===== src/rtl/mips_pipe_pkg.sv =====
// Shared constants, stage-state encoding and pipeline register bundles for the
// MEM stage of the pipelined MIPS CPU.
package mips_pipe_pkg;

    localparam int DATA_W    = 16;
    localparam int ADDR_W    = 4;
    localparam int REG_AW    = 3;
    localparam int MEM_DEPTH = 10;

    typedef enum logic [1:0] {
        WAIT_LOAD,
        RUN,
        HALT
    } stage_state_t;

    typedef struct packed {
        logic              valid;
        logic [DATA_W-1:0] alu_result;
        logic [DATA_W-1:0] store_data;
        logic [REG_AW-1:0] src_reg;
        logic [REG_AW-1:0] rd;
        logic              mem_read;
        logic              mem_write;
        logic              reg_write;
    } em_bundle_t;

    typedef struct packed {
        logic              valid;
        logic              reg_write;
        logic [REG_AW-1:0] rd;
        logic [DATA_W-1:0] data;
    } mw_bundle_t;

endpackage


===== src/rtl/mem_range_check.sv =====
// Combinational guard for the data memory: flags effective addresses outside
// the populated words, comparing the full-width address before any truncation.
import mips_pipe_pkg::*;

module mem_range_check (
    input  logic [DATA_W-1:0] addr,
    input  logic              valid,
    input  logic              mem_read,
    input  logic              mem_write,
    output logic              in_range,
    output logic              fault_req
);

    assign in_range  = addr < DATA_W'(MEM_DEPTH);
    assign fault_req = valid && (mem_read || mem_write) && !in_range;

endmodule


===== src/rtl/mem_stage_pipe.sv =====
// EX/MEM and MEM/WB pipeline registers around the data memory, with range
// fault handling. Optional feature macro: MEM_STORE_FWD_EN (load-to-store data forwarding).
import mips_pipe_pkg::*;

module mem_stage_pipe (
    input  logic              clk,
    input  logic              clr,
    input  logic              mem_ready,
    input  logic              stall,
    input  logic              flush,
    input  logic              ex_valid,
    input  logic [DATA_W-1:0] ex_alu_result,
    input  logic [DATA_W-1:0] ex_store_data,
    input  logic [REG_AW-1:0] ex_src_reg,
    input  logic [REG_AW-1:0] ex_rd,
    input  logic              ex_mem_read,
    input  logic              ex_mem_write,
    input  logic              ex_reg_write,
    input  logic [DATA_W-1:0] mem_rdata,
    output logic [ADDR_W-1:0] mem_addr,
    output logic              mem_write,
    output logic [DATA_W-1:0] mem_wdata,
    output logic              fwd_valid,
    output logic [REG_AW-1:0] fwd_rd,
    output logic [DATA_W-1:0] fwd_data,
    output logic              load_in_mem,
    output logic              wb_valid,
    output logic              wb_reg_write,
    output logic [REG_AW-1:0] wb_rd,
    output logic [DATA_W-1:0] wb_data,
    output logic              fault,
    output logic [DATA_W-1:0] fault_addr
);

    stage_state_t state, state_nxt;
    em_bundle_t   em_q, ex_in;
    mw_bundle_t   mw_q;
    logic         run, advance, in_range, fault_req, fault_take;

    mem_range_check u_range (
        .addr      (em_q.alu_result),
        .valid     (em_q.valid),
        .mem_read  (em_q.mem_read),
        .mem_write (em_q.mem_write),
        .in_range  (in_range),
        .fault_req (fault_req)
    );

    assign ex_in = '{valid:      ex_valid,
                     alu_result: ex_alu_result,
                     store_data: ex_store_data,
                     src_reg:    ex_src_reg,
                     rd:         ex_rd,
                     mem_read:   ex_mem_read,
                     mem_write:  ex_mem_write,
                     reg_write:  ex_reg_write};

    assign run        = (state == RUN);
    assign advance    = run && !stall;
    assign fault_take = advance && fault_req;

    always_ff @(posedge clk or posedge clr) begin
        if (clr) state <= WAIT_LOAD;
        else     state <= state_nxt;
    end

    // HALT is terminal; only clr brings the stage back to waiting for memory load.
    always_comb begin
        state_nxt = state;
        case (state)
            WAIT_LOAD: if (mem_ready) state_nxt = RUN;
            RUN:       if (fault_take) state_nxt = HALT;
            default:   state_nxt = HALT;
        endcase
    end

    always_ff @(posedge clk or posedge clr) begin
        if (clr) begin
            em_q <= '0;
        end else if (advance) begin
            if (flush) em_q.valid <= 1'b0;
            else       em_q       <= ex_in;
        end
    end

    // A faulting access is dropped here so it never reaches write-back.
    always_ff @(posedge clk or posedge clr) begin
        if (clr) begin
            mw_q <= '0;
        end else if (advance) begin
            mw_q.valid     <= em_q.valid && !fault_req;
            mw_q.reg_write <= em_q.reg_write;
            mw_q.rd        <= em_q.rd;
            mw_q.data      <= em_q.mem_read ? mem_rdata : em_q.alu_result;
        end
    end

    always_ff @(posedge clk or posedge clr) begin
        if (clr) begin
            fault      <= 1'b0;
            fault_addr <= '0;
        end else if (fault_take) begin
            fault      <= 1'b1;
            fault_addr <= em_q.alu_result;
        end
    end

    assign mem_addr  = em_q.alu_result[ADDR_W-1:0];
    assign mem_write = advance && em_q.valid && em_q.mem_write && in_range;

`ifdef MEM_STORE_FWD_EN
    logic store_fwd_hit;
    assign store_fwd_hit = mw_q.valid && mw_q.reg_write && (mw_q.rd != '0)
                           && (mw_q.rd == em_q.src_reg);
    assign mem_wdata     = store_fwd_hit ? mw_q.data : em_q.store_data;
`else
    // Without forwarding the store source index is carried but not consumed here.
    logic unused_src_reg;
    assign unused_src_reg = ^em_q.src_reg;
    assign mem_wdata      = em_q.store_data;
`endif

    assign fwd_valid    = em_q.valid && em_q.reg_write && !em_q.mem_read;
    assign fwd_rd       = em_q.rd;
    assign fwd_data     = em_q.alu_result;
    assign load_in_mem  = em_q.valid && em_q.mem_read;

    assign wb_valid     = advance && mw_q.valid;
    assign wb_reg_write = mw_q.valid && mw_q.reg_write && (mw_q.rd != '0);
    assign wb_rd        = mw_q.rd;
    assign wb_data      = mw_q.data;

endmodule


===== config.mk =====
export PLATFORM = sky130hd
export DESIGN_NAME = mem_stage_pipe
export DESIGN_NICKNAME = d
export VERILOG_FILES = /design/src/rtl/mips_pipe_pkg.sv /design/src/rtl/mem_range_check.sv /design/src/rtl/mem_stage_pipe.sv
export SDC_FILE = /design/constraint.sdc
export NUM_CORES = 1
export LEC_CHECK = 0
export ABC_CLOCK_PERIOD_IN_PS = 3000
export CAP_MARGIN = 40
export CELL_PAD_IN_SITES_DETAIL_PLACEMENT = 1
export CELL_PAD_IN_SITES_GLOBAL_PLACEMENT = 2
export CORE_UTILIZATION = 27
export DETAILED_ROUTE_END_ITERATION = 7
export HOLD_SLACK_MARGIN = 0.03
export PLACE_DENSITY_LB_ADDON = 0.1
export SYNTH_ARGS = -nofsm -noshare
export SYNTH_HDL_FRONTEND = slang
export SYNTH_SLANG_ARGS = --single-unit

===== constraint.sdc =====
create_clock -name clk -period 3 [get_ports clk]
set_clock_uncertainty 0.1 [all_clocks]
set_input_delay 0.45 -clock clk [delete_from_list [all_inputs] [get_ports clk]]
set_output_delay 0.45 -clock clk [all_outputs]
set_load 0.03 [all_outputs]

==> reports/results.txt, run 1 <==
For the setup TNS, the log shows 0 ns. At the end of the flow, the number of nets in the layout was 450. Slowest stage cell on the critical path: clkdlybuf4s50_1. Element type at the critical path start: a flop.

Row generation in the floorplan step produced 42 rows. The maximum root-to-sink buffer count was 2; the maximum cell stage delay along the critical path was 0.70 ns. The sequential cells in the finished layout cover a total of 1980 um2. The pre-CTS setup slack was 0.343 ns. The number of nets handed over by synthesis was 356.

The total global routing track utilization was 14.3%. The arrival time of the worst setup path is 2.27 ns, and the number of ports placed on the die boundary is 143. The tools report the max capacitance violation total as 0.

The flow ran to the end, and the final reports show no timing, DRC or antenna violations. The via count was 2400. The min-delay analysis places its worst path in the category reg -> reg. After layout, the minimum clock period comes to 2.82 ns.

Summing every instance area after synthesis gives 3650 um2. The logs give 0 for the number of hold buffers added after CTS and 0 for the initial antenna violation count. Number of max-slew violations in the final report: 0.

Compared with the post-synthesis result, the final layout area differs by 43.5%. Of the post-synthesis cell area, the dominant cell type holds 54.2%. CTS placed an instance of clkbuf_16 at the clock tree root. The run gives 0 as the leftover overflow at the end of global routing. The H-tree was split into 3 levels.

The run gives 0.428 mV as the highest ir drop seen on vdd. The congestion estimate from routability-driven global placement came to 0.707. Power spread over the standard cell area amounts to 1220 nW/um2.

Entering global routing, the biggest net connects 53 pins. For the count of distinct cell types in the synthesized netlist, the log shows 23. The cell type contributing the most total cell area after synthesis is dfrtp_1. The clock transition at the register clock pins on the worst setup and hold paths after CTS is 0.06 ns, and the sequential element share of the synthesized area is 54.2%. In this run, the number of DRC markers left after iteration 0 of detailed routing was 96. In the routed design, unresolved DRC markers number 0. The floorplan step defined a die boundary enclosing 14000 um2. For this run, the top clock speed supported by timing is 355 MHz.

Number of storage elements in the synthesis netlist: 79. The maximum fanout along the worst path works out to 5. The slew of the pin with the lowest slew margin was 0.522 ns.

The destination of the worst register-to-register timing path was fault_addr[9]. The final critical-path share of the clock period works out to 94.0%. STA classifies the critical path endpoint as a primary output. The clock latency reported for the late side of the worst-skew pair is 0.34 ns. The logs give 9 for the number of clock buffers inserted by TritonCTS and 9.53 mm for the overall routed net length. The vertical die dimension came out at 118 um. The beginning of the critical path is fwd_data[4]. Once detailed placement completed, the half-perimeter wirelength came to 6.75 mm. The number of cells after detailed placement was 552; the number of antenna cells inserted was 0.

After detailed routing, the number of vias per cell comes to 4.23. In the final layout, the multi-input gates occupy 1180 um2. Number of failing hold endpoints at the final stage: 0. Before antenna repair, the detailed router went through 4 iterations. The total leakage power was 0.00225 uW.

Initial standard-cell utilization of the core: 27.6%. Once routing completed, OpenROAD measured the worst setup slack at 0.180 ns. The first-pass GRT wire length was 14.8 mm. Among all flip-flop cells after synthesis, the most frequent one is dfrtp_1.

By area the synthesized netlist is led by dfrtp_1, mux2_2, buf_4. On the final layout, the worst hold slack is 0.362 ns. Counting the fill cells in the layout gives 1394.

The average instance in the mapped netlist occupies 12.4 um2. The number of cells traversed by the worst register-to-register path works out to 5. Setup repair after global routing left no endpoint under its margin. The via count of the first global-routing pass is 2615. CTS saw 79 sinks. During synthesis, Yosys emitted a total of 0 warnings. Cells with a size suffix above 1 make up 23.0% of the layout.

The worst pin sits at a relative slew slack of 65.2%. The critical path in this run is classified as reg -> out. The post-detailed-route count of antenna-violating nets is 0. The total area inside the core boundary comes to 13200 um2. The logs give 0.84 ns for the setup slack on the worst flop-to-flop path and 568 for the number of cells in the finished layout apart from fillers. The tools report the startpoint of the lowest-slack register-to-register path as fwd_data[4]. The most common cell in the netlist is dfrtp_1. After synthesis, the share of flip-flops with an asynchronous set or reset is 100%. The critical path goes through nor4_2, buf_4, nand4_1, nor2_1, clkdlybuf4s50_1. Sorting the synthesized cells by how often they occur yields dfrtp_1, buf_4, mux2_2.

Following the worst setup path forward leads to its endpoint at mem_write. From left edge to right edge, the die measures 118 um. The number of port buffers is 139, and the cell count after synthesis is 293.

The count of flip-flops with a built-in enable after synthesis is 0, and the number of setup violations in the final report is 0. Data on the critical path is required at its endpoint by 2.45 ns. TritonCTS built the clock tree. Dividing the detail-routed wire length by the instance count gives 16.8 um.
## worst min-delay path by stage
| stage | startpoint | endpoint | cells after the start |
|---|---|---|---|
| finish | state[1] | state[0] | 1 |
| global route | fault | fault | 1 |
| CTS | state[1] | state[0] | 1 |
| detailed placement | state[1] | state[0] | 1 |
| global placement | state[1] | state[0] | 1 |
| floorplan | state[1] | state[0] | 1 |
## repair_timing
action | CTS | global route
endpoints found under the setup margin | 0 | 1
buffers inserted | 0 | 0
gates resized for setup | 0 | 2
## critical path: cells and delay by family (launching register included)
kind                   cells  cell delay, ns
AND/OR/NAND/NOR            3            0.60
buffers and inverters      2            0.88
flip-flops                 1            0.45
## per-layer routing
metal  share of wire (%)  routed length, um  track usage (%)
met3                 6.4                607             4.58
met4                 1.6                152             6.97
met5                   0                  0                0
met1                  46               4410             18.8
met2                  46               4360             21.3
## registers in the layout, summed over array words and instances, names as in the netlist
name and cells:
em_q 4, wb_data 16, state 2, mw_q 2, fault 1, wb_rd 3
fault_addr 16, mem_wdata 16, fwd_data 16, fwd_rd 3
## cell usage in the layout (no fill, tap or decap), types with 2 or more instances in the layout
master           instances
mux2_2                  46
mux2i_1                 16
clkbuf_16                9
mux2_4                   8
clkinv_2                 2
buf_4                   12
and2_1                   2
nand2_1                 34
nor4_2                   2
dfrtp_1                 79
clkbuf_8                 5
o21ai_0                 18
nand2b_1                 2
clkdlybuf4s50_1        139
nor2_1                   5
buf_12                   2
## final cells by class
class | instances | area share [%]
clock buffer | 14 | 5.62
multi-input combinational | 143 | 22.5
clock inverter | 2 | 0.670
sequential | 79 | 37.8
inverter | 1 | 0.0956
tap | 176 | 4.21
timing repair buffer | 153 | 29.1
## power breakdown
| group | internal (uW) | leakage [uW] | switching (uW) |
|---|---|---|---|
| clock network | 757 | 0.000165 | 432 |
| logic | 1480 | 0.00111 | 1720 |
| registers | 1590 | 0.000972 | 393 |
| total | 3830 | 0.00225 | 2550 |
## per-stage QoR
step | instance area [um2] | utilization [%] | total power (uW)
global route | 5230 | 39.7 | 6720
detailed placement | 4890 | 37.1 | 5230
floorplan | 3650 | - | 4280
CTS | 5220 | 39.6 | 6480
finish | 5230 | 39.7 | 6380
global placement | 4890 | 37.1 | 5200
## logic make-up (layout without fill, tap and decap cells)
kind of cell    Yosys count  count (layout)  synth area share (%)
compound gates           21              21                  3.43
buf+inv                  71             170                  14.0
flops                    79              79                  54.2
mux                      70              70                  21.9
simple gates             52              52                  6.49
Power figures use the tool's default switching activity.
==> run 2: changes to the inputs <==
Settings changed: ABC_AREA set to 0.
==> results of run 2 <==
Same layout as run 1: the final DEF is identical, and so are final timing and power.
==> RTL edit, RTL diff (flow settings as in run 1) <==
Put one more register stage on the output `fault_addr`, with the module's reset. The value now appears one clock later. The other outputs are not delayed to match.
--- a/src/rtl/mem_stage_pipe.sv
+++ b/src/rtl/mem_stage_pipe.sv
@@ -33,2 +33,4 @@
 );
+
+    logic [DATA_W-1:0] fault_addr_s0;
 
@@ -100,6 +102,6 @@
             fault      <= 1'b0;
-            fault_addr <= '0;
+            fault_addr_s0 <= '0;
         end else if (fault_take) begin
             fault      <= 1'b1;
-            fault_addr <= em_q.alu_result;
+            fault_addr_s0 <= em_q.alu_result;
         end
@@ -132,2 +134,10 @@
 
+    always_ff @(posedge clk or posedge clr) begin
+        if (clr) begin
+            fault_addr <= '0;
+        end else begin
+            fault_addr <= fault_addr_s0;
+        end
+    end
+
 endmodule
Check against the original RTL: not equivalent (a bounded check fails within 4 cycles, from zero or initial values).
==> RTL edit against run 1 <==
  * Power is 4.8% higher
  * Highest routed layer unchanged
  * Sequential cell count is 16 higher
  * Synthesized area is 11% higher
  * Count of clock-buffer cells in the layout is 4 lower
  * Design area is 6.8% higher
  * Critical path depth is 1 higher
  * Utilization is 1.4 points lower
  * Routed wire length is 1.0% lower
  * Largest cell class unchanged
  * Worst setup slack better by 0.31 ns
  * Global-route usage is 1.3 points lower
==> RTL edit: results <==
[setup_path]
path_max_fanout = 9
r2r_slack_ns = 0.69
cpMaxStageDelayCell = "and2_1"
r2r_cells = 4
cp.arrival_ns = 1.96
critical_path.max_stage_delay_ns = 0.44
r2r-start = "fwd_data[5]"
r2r-end = "fault_addr_s0[1]"

[sta]
holdWs_ns = 0.268
slew_headroom_pct = 59.5
setup_tns_ns = 0

[synthesis]
synthArstFlopShare_pct = 100
ys_types = 23
yosys-top-cells-count = "dfrtp_1 (95), buf_4 (58), mux2_2 (46), nand2_1 (34), o21ai_0 (18)"
synthTopCellsByArea = "dfrtp_1 (59%), mux2_2 (13%), buf_4 (11%)"
syn-num-nets = 372
ys_warn_count = 0
ys.flop_type = "dfrtp_1"
ys_seq_area_share_pct = 58.8

[clocking]
ctsHtreeMaxLevel = 3
cts_root_buf = "clkbuf_16"
postCtsSetupBuffers = 0
clockBufferDepth = 2
clk_latency_ns = 0.34
cts_resized = 0
clkTransAtPathRegs_ns = 0.06
numCtsBuffers = 9

[hold_path]
holdPathStages = 0
worstHoldStart = "fault_addr_s0[1]"
hold_end = "fault_addr[1]"
hold_path.class = "reg -> reg"

[run_status]
status = "completed"

[placed_design]
gp_congestion = 0.679
pre_cts_ws_ns = 0.457
port_buffers = 139
dp_hpwl_um = 6600

[global_route]
grt_pass1_wl_um = 15300
grt_max_degree = 55
grt_pass1_vias = 2753
grt_usage_pct = 13.0
antenna_found_initial = 0

[power_and_ir_drop]
p_leak_nw = 2.42
ir_drop_mv = 0.465

[route]
firstDrtPassIters = 5
via_per_inst = 4.34
drtIter0Drc = 62
wire_per_inst_um = 16.2

[layout]
num_antenna_cells = 0
drive_gt1_share_pct = 20.3
nNetsFinal = 458
[RTL edit: cells by family after synthesis]
logic type	Yosys count	synth area share, %
flip-flops	95	58.8
buffers and inverters	71	12.6
multiplexers	70	19.7
AND/OR/NAND/NOR	52	5.84
AO/OA/AOI/OAI	21	3.09
[RTL edit: through the flow]
| stage | area [µm²] | cells |
|---|---|---|
| 6_report | 5590 | 584 |
| 3_5_place_dp | 5240 | 568 |
| 4_1_cts | 5590 | 584 |
| 5_1_grt | 5590 | 584 |
| 3_3_place_gp | 5240 | 568 |
| 2_1_floorplan | 4050 | 309 |
[RTL edit: layout make-up]
class,count,area [µm²]
Clock buffer,10,239
Clock inverter,6,108
Fill cell,1538,9000
Inverter,1,7.51
Multi-Input combinational cell,143,1170
Sequential cell,95,2380
Tap cell,184,230
Timing Repair Buffer,145,1460
[RTL edit: worst max path at each step]
stage                startpoint                to  slack [ns]  cells after the start
CTS                       stall         mem_write        0.47                      6
global placement          stall  fault_addr_s0[8]        0.50                      5
floorplan                 stall         mem_write        1.08                      5
detailed placement        stall  fault_addr_s0[5]        0.46                      5
global route        fwd_data[5]         mem_write        0.36                      4
finish                    stall         mem_write        0.49                      6
[RTL edit: power breakdown]
| group | switching, W | internal (W) | total, W | leakage [nW] |
|---|---|---|---|---|
| registers | 0.000456 | 0.00190 | 0.00236 | 1.18 |
| clock network | 0.000488 | 0.000834 | 0.00132 | 0.168 |
| logic | 0.00161 | 0.00139 | 0.00300 | 1.07 |
[RTL edit: routing by layer]
layer	track usage, %	wire (µm)
met5	0	0
met4	5.74	172
met3	4.64	686
met2	19.9	4370
met1	16.5	4210
[RTL edit: worst max-delay path, delay by kind of cell]
family / cells / cell delay [ns]
buffers and inverters: 2 / 0.57
AND/OR/NAND/NOR: 4 / 0.94
